===== config.mk =====
export PLATFORM = sky130hd
export DESIGN_NAME = ber_sweep_ctrl
export DESIGN_NICKNAME = d
export VERILOG_FILES = /design/src/rtl/ber_sweep_ctrl.sv
export SDC_FILE = /design/constraint.sdc
export NUM_CORES = 1
export LEC_CHECK = 0
export CORE_AREA = 2 2 107 109
export DETAILED_ROUTE_END_ITERATION = 6
export DIE_AREA = 0 0 109 111
export DONT_BUFFER_PORTS = 1
export PLACE_DENSITY_LB_ADDON = 0.12
export SYNTH_ARGS = -nofsm -noshare
export SYNTH_HDL_FRONTEND = slang
export SYNTH_SLANG_ARGS = --single-unit

===== constraint.sdc =====
create_clock -name clk -period 5.59 [get_ports clk]
set_input_delay 1.118 -clock clk [delete_from_list [all_inputs] [get_ports clk]]
set_output_delay 1.118 -clock clk [all_outputs]
set_load 0.02 [all_outputs]

===== src/rtl/ber_sweep_ctrl.sv =====
// ---------------------------------------------------------------------------
// ber_sweep_ctrl
//
// Sequences a bit-error-rate sweep over a range of SNR points. For each point
// the LLR buffers are flushed, then frames are repeatedly captured into the
// decoder and decoded until either the frame limit or the frame-error target
// is reached. The per-point result is offered on a valid/ready handshake.
// After the last point the controller parks in DONE.
//
// Ports
//   clk, rst                  clock, synchronous active-high reset
//   start                     one-cycle pulse, accepted only in IDLE/DONE
//   snr_first, snr_last       inclusive sweep bounds (captured at start)
//   max_frames, min_errs      per-point frame limit / error target (captured)
//   frame_ready               all noise/LLR buffers full
//   term, frame_err           decoder finished / finished frame in error
//   snr_idx                   SNR index driven to the quantizers
//   buf_flush                 clear LLR buffers
//   llr_load                  strobe: capture buffers into decoder input reg
//   dec_rst, dec_en           decoder reset / enable
//   res_valid, res_ready      per-point result handshake
//   res_snr, res_frames,
//   res_errs                  per-point result payload
//   busy, done                sweep running / sweep complete
//   tmo_cnt                   decode timeouts (only with BER_WATCHDOG_EN)
//
// Build option
//   BER_WATCHDOG_EN  when defined, a decode watchdog aborts a frame after
//                    TMO_CYC cycles without term, counts it as a frame in
//                    error, and adds the tmo_cnt output.
//
// States
//   IDLE   | waiting for start after reset
//   SETTLE | SNR index just changed, flushing buffers for SETTLE_CYC cycles
//   FILL   | waiting for all buffers to fill
//   LOAD   | one cycle: capture buffers, reset decoder, start next refill
//   DECODE | decoder running, waiting for term
//   REPORT | result offered, waiting for res_ready
//   DONE   | sweep complete, waiting for start
// ---------------------------------------------------------------------------
module ber_sweep_ctrl #(
  parameter int unsigned SNR_W      = 4,
  parameter int unsigned FRM_W      = 16,
  parameter int unsigned ERR_W      = 12,
  parameter int unsigned SETTLE_CYC = 16,
  parameter int unsigned TMO_CYC    = 4096
) (
  input  logic             clk,
  input  logic             rst,
  input  logic             start,
  input  logic [SNR_W-1:0] snr_first,
  input  logic [SNR_W-1:0] snr_last,
  input  logic [FRM_W-1:0] max_frames,
  input  logic [ERR_W-1:0] min_errs,
  input  logic             frame_ready,
  input  logic             term,
  input  logic             frame_err,
  output logic [SNR_W-1:0] snr_idx,
  output logic             buf_flush,
  output logic             llr_load,
  output logic             dec_rst,
  output logic             dec_en,
  output logic             res_valid,
  input  logic             res_ready,
  output logic [SNR_W-1:0] res_snr,
  output logic [FRM_W-1:0] res_frames,
  output logic [ERR_W-1:0] res_errs,
  output logic             busy,
  output logic             done
`ifdef BER_WATCHDOG_EN
  ,
  output logic [ERR_W-1:0] tmo_cnt
`endif
);

  typedef enum logic [2:0] {
    IDLE,
    SETTLE,
    FILL,
    LOAD,
    DECODE,
    REPORT,
    DONE
  } state_t;

  localparam int unsigned      SET_W     = (SETTLE_CYC > 1) ? $clog2(SETTLE_CYC) : 1;
  localparam logic [SET_W-1:0] SETTLE_LD = SET_W'(SETTLE_CYC - 1);
  localparam logic [FRM_W-1:0] FRM_MAX   = '1;
  localparam logic [FRM_W-1:0] FRM_ONE   = FRM_W'(1);
  localparam logic [ERR_W-1:0] ERR_MAX   = '1;

  state_t state, state_nx;

  logic [SNR_W-1:0] snr_last_q;
  logic [FRM_W-1:0] max_frm_q;
  logic [ERR_W-1:0] min_errs_q;
  logic [FRM_W-1:0] frames_q;
  logic [ERR_W-1:0] errs_q;
  logic [SET_W-1:0] settle_cnt;
  logic             dec_rst_hold;

  logic             sweep_ld;
  logic             pt_next;
  logic             frm_done;
  logic             frm_bad;
  logic             tmo_hit;
  logic [FRM_W-1:0] frames_inc;
  logic [ERR_W-1:0] errs_inc;
  logic [ERR_W-1:0] errs_upd;
  logic             pt_full;

  // ---------------------------------------------------------------------
  // Decode watchdog
  // ---------------------------------------------------------------------
`ifdef BER_WATCHDOG_EN
  localparam int unsigned      WDT_W  = (TMO_CYC > 1) ? $clog2(TMO_CYC) : 1;
  localparam logic [WDT_W-1:0] WDT_LD = WDT_W'(TMO_CYC - 1);

  logic [WDT_W-1:0] wdt_cnt;

  // A term arriving in the same cycle as the timeout wins.
  assign tmo_hit = (state == DECODE) && !term && (wdt_cnt == '0);

  always_ff @(posedge clk) begin
    if (rst) begin
      wdt_cnt <= WDT_LD;
      tmo_cnt <= '0;
    end else begin
      if (state == LOAD) begin
        wdt_cnt <= WDT_LD;
      end else if ((state == DECODE) && (wdt_cnt != '0)) begin
        wdt_cnt <= wdt_cnt - 1'b1;
      end
      if (tmo_hit && (tmo_cnt != ERR_MAX)) begin
        tmo_cnt <= tmo_cnt + 1'b1;
      end
    end
  end
`else
  assign tmo_hit = 1'b0;
`endif

  // ---------------------------------------------------------------------
  // Frame bookkeeping
  // ---------------------------------------------------------------------
  assign frm_done = (state == DECODE) && (term || tmo_hit);
  assign frm_bad  = (state == DECODE) && ((term && frame_err) || tmo_hit);

  assign frames_inc = (frames_q == FRM_MAX) ? frames_q : frames_q + 1'b1;
  assign errs_inc   = (errs_q == ERR_MAX) ? errs_q : errs_q + 1'b1;
  assign errs_upd   = frm_bad ? errs_inc : errs_q;

  // Evaluated on the counts as they will be after this frame. A saturated
  // frame counter also closes the point so the result is never ambiguous.
  assign pt_full = (frames_inc == max_frm_q) ||
                   (frames_inc == FRM_MAX)   ||
                   (errs_upd >= min_errs_q);

  // ---------------------------------------------------------------------
  // FSM
  // ---------------------------------------------------------------------
  always_ff @(posedge clk) begin
    if (rst) begin
      state <= IDLE;
    end else begin
      state <= state_nx;
    end
  end

  always_comb begin
    state_nx  = state;
    sweep_ld  = 1'b0;
    pt_next   = 1'b0;
    buf_flush = 1'b0;
    llr_load  = 1'b0;
    dec_en    = 1'b0;
    res_valid = 1'b0;
    busy      = 1'b1;
    done      = 1'b0;

    case (state)
      IDLE: begin
        busy = 1'b0;
        if (start) begin
          state_nx = SETTLE;
          sweep_ld = 1'b1;
        end
      end

      SETTLE: begin
        buf_flush = 1'b1;
        if (settle_cnt == '0) begin
          state_nx = FILL;
        end
      end

      FILL: begin
        if (frame_ready) begin
          state_nx = LOAD;
        end
      end

      LOAD: begin
        // Flushing here lets the buffers refill while the decoder runs.
        llr_load  = 1'b1;
        buf_flush = 1'b1;
        state_nx  = DECODE;
      end

      DECODE: begin
        dec_en = 1'b1;
        if (frm_done) begin
          state_nx = pt_full ? REPORT : FILL;
        end
      end

      REPORT: begin
        res_valid = 1'b1;
        if (res_ready) begin
          // '>=' also ends a sweep whose first bound exceeds the last.
          if (snr_idx >= snr_last_q) begin
            state_nx = DONE;
          end else begin
            state_nx = SETTLE;
            pt_next  = 1'b1;
          end
        end
      end

      DONE: begin
        busy = 1'b0;
        done = 1'b1;
        if (start) begin
          state_nx = SETTLE;
          sweep_ld = 1'b1;
        end
      end

      default: begin
        state_nx = IDLE;
      end
    endcase
  end

  // dec_rst is held from reset until the first frame is loaded, then only
  // pulses on LOAD (and on a watchdog abort).
  assign dec_rst = dec_rst_hold || (state == LOAD) || tmo_hit;

  assign res_snr    = snr_idx;
  assign res_frames = frames_q;
  assign res_errs   = errs_q;

  // ---------------------------------------------------------------------
  // Datapath registers
  // ---------------------------------------------------------------------
  always_ff @(posedge clk) begin
    if (rst) begin
      snr_idx      <= '0;
      snr_last_q   <= '0;
      max_frm_q    <= FRM_ONE;
      min_errs_q   <= '0;
      frames_q     <= '0;
      errs_q       <= '0;
      settle_cnt   <= SETTLE_LD;
      dec_rst_hold <= 1'b1;
    end else begin
      if (sweep_ld) begin
        snr_idx    <= snr_first;
        snr_last_q <= snr_last;
        max_frm_q  <= (max_frames == '0) ? FRM_ONE : max_frames;
        min_errs_q <= min_errs;
        frames_q   <= '0;
        errs_q     <= '0;
      end else if (pt_next) begin
        snr_idx  <= snr_idx + 1'b1;
        frames_q <= '0;
        errs_q   <= '0;
      end else if (frm_done) begin
        frames_q <= frames_inc;
        errs_q   <= errs_upd;
      end

      if (sweep_ld || pt_next) begin
        settle_cnt <= SETTLE_LD;
      end else if ((state == SETTLE) && (settle_cnt != '0)) begin
        settle_cnt <= settle_cnt - 1'b1;
      end

      if (state == LOAD) begin
        dec_rst_hold <= 1'b0;
      end
    end
  end

endmodule


## Word-level counts from Yosys, hierarchy flattened

Cells that the tools add are included.

| storage, ports and cells | value |
|---|---|
| register bits | 72 |
| output and inout port bits | 43 |
| logic and storage cells | 73 |

| cells by class | value |
|---|---|
| add/subtract/negate cells | 4 |
| magnitude comparators | 2 |
| equal/unequal tests | 15 |
| muxes and demuxes | 25 |
| reductions and logical operators | 18 |

Operator list:

| cell | number |
|---|---|
| equality test 16 bit (second input constant) | 2 |
| 2-to-1 mux 16 bit | 2 |
| 2-to-1 mux 12 bit | 2 |
| 2-to-1 mux 3 bit | 7 |
| case mux 3 bit (6 select lines) | 1 |
| adder 16 x 1 -> 16 bit (second input constant) | 1 |
| equality test 16 bit | 1 |
| logical NOT 16 bit | 1 |
| adder 12 x 1 -> 12 bit (second input constant) | 1 |
| equality test 12 bit (second input constant) | 1 |
| >= comparator 12 bit | 1 |
| 2-to-1 mux 1 bit | 11 |
| equality test 3 bit (second input constant) | 3 |
| 2-to-1 mux 4 bit | 2 |
| inequality test 2 bit (second input constant) | 4 |
| equality test 3 x 2 -> 1 bit (second input constant) | 2 |
| OR reduction 2 bit | 3 |
| AND reduction 5 bit | 1 |
| adder 4 x 1 -> 4 bit (second input constant) | 1 |
| >= comparator 4 bit | 1 |
| logical AND 1 bit | 4 |
| logical NOT 4 bit | 1 |
| logical OR 1 bit | 4 |
| nonzero test 4 bit | 1 |
| other kinds (6) | 6 |

## Logic depth before layout (Yosys ltp)

| logic depth | value |
|---|---|
| depth in word-level cells | 8 |
| mapped depth | 15 |
| mapped depth without buffers | 14 |

## Worst setup path before layout

No wires, ideal clock.

| path | value |
|---|---|
| kind | input to register |
| start point | input port term |
| end point | register state[2] |
| data arrival time | 3.646 ns |
| required time | 5.442 ns |
| setup slack | 1.796 ns |
| cell stages on the path | 11 |
| path buffers | 0 |
| cells stage by stage | nor3b_1 nand2_1 nor3_1 nand3_1 xor2_1 nand2_1 ha_1 a2111oi_0 a31oi_1 nor3_1 a41oi_1 |

| on the way | value |
|---|---|
| cells in the longest elaborated chain, start to end | 8 |
| elaborated cells on any way between the ends | 11 |
| classes of those cells | order compare (1); eq/ne (1); mux (4); reduce/logical (5) |

Ends and longest elaborated chain:

| what | RTL line | source |
|---|---|---|
| from (decl) | 56 | `input logic term,` |
| logical AND 1 bit (2 in a row) | 147 | `assign frm_bad = (state == DECODE) && ((term && frame_err) \|\| tmo_hit);` |
| 2-to-1 mux 12 bit | 151 | `assign errs_upd = frm_bad ? errs_inc : errs_q;` |
| via errs_upd[9] | 109 | `logic [ERR_W-1:0] errs_upd;` |
| >= comparator 12 bit | 157 | `(errs_upd >= min_errs_q);` |
| logical OR 1 bit | 156 | `(frames_inc == FRM_MAX) \|\|` |
| 2-to-1 mux 3 bit | 213 | `state_nx = pt_full ? REPORT : FILL;` |
| 2-to-1 mux 3 bit | 212 | `if (frm_done) begin` |
| case mux 3 bit (6 select lines) | 181 | `case (state)` |
| to (signal assigned) | 166 | `state <= state_nx;` |
| to (decl) | 92 | `state_t state, state_nx;` |

The timed path passes the listed nets, and every way through them passes these cells. The select of a mux whose other input is x is not followed.
A chain may end at the register's enable or synchronous reset.

## Worst setup path in the final report

| path | value |
|---|---|
| start point | register frames_q[0] (netlist: res_frames[0]) |
| end point | register state[1] |

| on the way | value |
|---|---|
| cells in the longest elaborated chain, start to end | 8 |
| elaborated cells on any way between the ends | 10 |
| classes of those cells | add/sub (1); eq/ne (3); mux (4); reduce/logical (2) |

Ends and longest elaborated chain:

| what | RTL line | source |
|---|---|---|
| from (decl) | 97 | `logic [FRM_W-1:0] frames_q;` |
| from (signal assigned) | 279 | `frames_q <= frames_inc;` |
| adder 16 x 1 -> 16 bit or equality test 16 bit (tied branches) | 149 | `assign frames_inc = (frames_q == FRM_MAX) ? frames_q : frames_q + 1'b1;` |
| 2-to-1 mux 16 bit (*) | 149 |  |
| equality test 16 bit (on tied branches) | 155, 156 |  |
| logical OR 1 bit (*) | 155 | `assign pt_full = (frames_inc == max_frm_q) \|\|` |
| logical OR 1 bit (*) | 156 |  |
| 2-to-1 mux 3 bit (*) | 213 |  |
| 2-to-1 mux 3 bit (*) | 212 |  |
| case mux 3 bit (6 select lines) (*) | 181 |  |

Every way passes the cells marked *; elsewhere a longest branch is shown, timed or not. The select of a mux whose other input is x is not followed.

==> qor_table.md <==
| Item | Value |
| --- | --- |
| Fraction of layout cells with a size suffix above 1 | 5.69% |
| Clock tree from TritonCTS | built |
| Post-DRT Antenna Nets | 0 |
| Timing-limited maximum frequency | 273 MHz |
| Fin crit period | 3660 ps |
| I/O pin cnt | 86 |
| CTS Buf Count | 9 |
| Fraction of the yosys area taken by sequential cells | 33.7% |
| Gate Count Post-Synth | 546 |
| Path type of the worst min-delay path | flip-flop to flip-flop |
| Residual DRC | 0 |
| Library cell appearing most often on the critical path | xnor2_1 |
| Number of distinct library cell variants in the gate-level netlist after synthesis | 57 |
| Share of the core filled with cells | 41.0% |
| Worst-skew pair later-pin latency | 330 ps |
| Vias per cell | 5.46 |
| Synthesized Nets | 609 |
| Final routed wire length divided by cell count | 16.0 um |
| Run status | completed |
| TritonCTS Sinks | 72 |
| Via count of the routed design | 3,657 |
| Crit path max fanout | 12 |
| Die Outline Area | 12,100 um2 |
| Aggregate global-route resource usage | 18.5% |
| Final weighted congestion in routability-driven placement | 0.839 |
| Synth Warn # | 0 |
| Row count | 39 |
| Post-synth EDFFs | 0 |
| Final Hold Vio Count | 0 |
| Clk root buf | clkbuf_16 |
| Post_cts resized | 0 |
| Overflow left after global routing | 0 |
| Sort of element at the start of the critical path | flip-flop |
| Async set-or-reset flop fraction in the synthesized netlist | 0% |
| Largest net degree at the start of global routing | 44 |
| Avg Inst Size Synth | 7.82 um2 |
| Most common cell after layout, fill and taps aside | nand2_1 |
| Count of fill cells added during filler insertion | 1,103 |
| Via count of the first global-routing pass | 3,490 |
| Worst-path clk slew | 50 ps |
| Horiz. Die Dim | 109 um |
| Most common flop cell mapped by yosys | dfxtp_1 |
| Reg2reg path depth | 9 |
| Setup Skew | 3.48 ps |
| Transition at the pin with the smallest max-transition slack | 1040 ps |
| Number of H-tree levels | 3 |
| Summed instance area of the synthesized netlist | 4270 um2 |
| Total power density per cell area | 282 nW/um2 |
| # nets final | 585 |
| Max IR drop VDD | 149 uV |
| Number of inserted diodes | 0 |
| Ratio of final minimum period to clock period | 65.6% |
| Largest stage delay on the critical path | 680 ps |
| Start-to-end type of the worst setup path | flip-flop to flip-flop |
| Global-route wire length before repair | 17.4 mm |
| Setup fix buffers added after clock tree synthesis | 0 |
| Number of antenna violations at the first check in global routing | 0 |
| Setup repair after global routing missed its margin | no |
| Number of port buffers | 0 |
| Yosys reg bits | 72 |
| Core area | 11,100 um2 |
| Layout overhead on the synthesized area | 6.36% |
| Number of max-slew violations in the final report | 0 |
| Hold path depth | 1 |
| Leakage dissipation | 1.63 nW |
| 1st-iter DRT viols | 142 |
| Setup tns final | 0 ps |
| Critical Path Sink Type | flip-flop |
| HPWL after detailed placement | 7.99 mm |
| Final setup vio count | 0 |
| Wire length reported by the detailed router | 10.7 mm |
| Floorplan die height | 111 um |
| Req. time, crit path | 5810 ps |
| Starting Density | 38.6% |
| Cell-by-cell trace of the critical path | ha_1 > nand3_1 > nor4_1 > xnor2_1 > xnor2_1 > nor4b_1 > a21oi_1 > or4_4 > a32o_1 |
| Most frequent cells in the layout | nand2_1 (102), dfxtp_1 (72), a21oi_1 (50), nor2_1 (36) |
| Total of hold buffers inserted after clock tree synthesis | 0 |
| Max-capacitance violation count | 0 |
| Critical path arrival | 3890 ps |
| Pre-Repair DR Iteration Count | 5 |
| Tot Pwr | 0.00128 W |
| Max-slew headroom at the worst pin | 30.8% |
| Maximum buffer depth of the clock tree | 2 |
| CP max-delay cell | dfxtp_1 |
cell families (layout without fill, tap and decap cells):
| group | after synthesis | in the layout | synth area share (%) |
|---|---|---|---|
| compound gates | 108 | 108 | 15.9 |
| mux | 9 | 9 | 2.43 |
| xor+xnor | 40 | 40 | 8.52 |
| buf+inv | 63 | 44 | 7.15 |
| fa+ha+maj | 20 | 20 | 5.86 |
| flops | 72 | 72 | 33.7 |
| simple gates | 234 | 234 | 26.4 |
through the flow:
stage	setup slack, ps	instances	cell area (um2)	hold WS (ps)
floorplan	1800	546	4270	418
global placement	1790	654	4260	426
detailed placement	1620	654	4260	438
CTS	1960	670	4540	450
global route	1440	670	4540	464
finish	1930	670	4540	445
path summary, 6_finish.rpt:
path / from / end / slack (ps)
setup / recovery: res_frames[0]$_SDFFE_PP0P_ / state[1]$_SDFFE_PP0P_ / 1930
hold / removal: dec_rst_hold$_SDFFE_PP1P_ / dec_rst_hold$_SDFFE_PP1P_ / 450
setup reg to reg: res_frames[0]$_SDFFE_PP0P_ / state[1]$_SDFFE_PP0P_ / 1930
hold reg to reg: dec_rst_hold$_SDFFE_PP1P_ / dec_rst_hold$_SDFFE_PP1P_ / 450
power by group:
| group | internal, W | switching [W] | total [W] | leakage, nW |
|---|---|---|---|---|
| Combinational | 0.0000601 | 0.0000881 | 0.000148 | 0.904 |
| Sequential | 0.000540 | 0.0000345 | 0.000574 | 0.587 |
| Clock | 0.000343 | 0.000214 | 0.000558 | 0.140 |
| Total | 0.000943 | 0.000337 | 0.00128 | 1.63 |
flip-flops by register name, summed over array words and instances (netlist names):
register      flops
max_frm_q        16
snr_last_q        4
dec_rst_hold      1
state             3
res_errs         12
res_frames       16
settle_cnt        4
min_errs_q       12
res_snr           4
worst max-delay path: cells and delay by family (launching register included):
| kind | cells | cell delay (ps) |
|---|---|---|
| simple gates | 4 | 1820 |
| flops | 1 | 680 |
| xor+xnor | 2 | 400 |
| compound gates | 2 | 340 |
| fa+ha+maj | 1 | 300 |
cell type report:
cell class / instances / area [um2] / share of cell area [%]
Clock inverter: 4 / 45.0 / 0.991
Sequential cell: 72 / 1440 / 31.7
Timing Repair Buffer: 3 / 22.5 / 0.496
Inverter: 25 / 93.8 / 2.07
Multi-Input combinational cell: 411 / 2520 / 55.6
Tap cell: 143 / 179 / 3.94
Clock buffer: 12 / 236 / 5.21
cells in the mapped netlist, drive strengths merged (5+ instances only):
cell type  number  area share, %
nand2         102            9.0
dfxtp          72             34
a21oi          50            5.9
nor2           36            3.2
inv            25            2.2
xnor2          25            5.1
nand3          24            2.8
clkbuf         23            2.0
ha             20            5.9
o21ai          17            2.1
buf            15            2.9
xor2           14            2.9
nor3           12            1.4
and2           11            1.6
nand4          11            2.1
nor4           11            1.8
mux2i           8            2.2
a211oi          6            1.1
and3            5           0.73
nand2b          5           0.73
layer usage:
metal  up-vias  share of wire (%)  track usage (%)
met5         -                  0                0
met4         0                2.8             8.97
met3        24                5.7             5.41
met2        93                 49             30.0
met1      1693                 42             21.9
li1       1847                  -                -
Power figures use the tool's default switching activity.
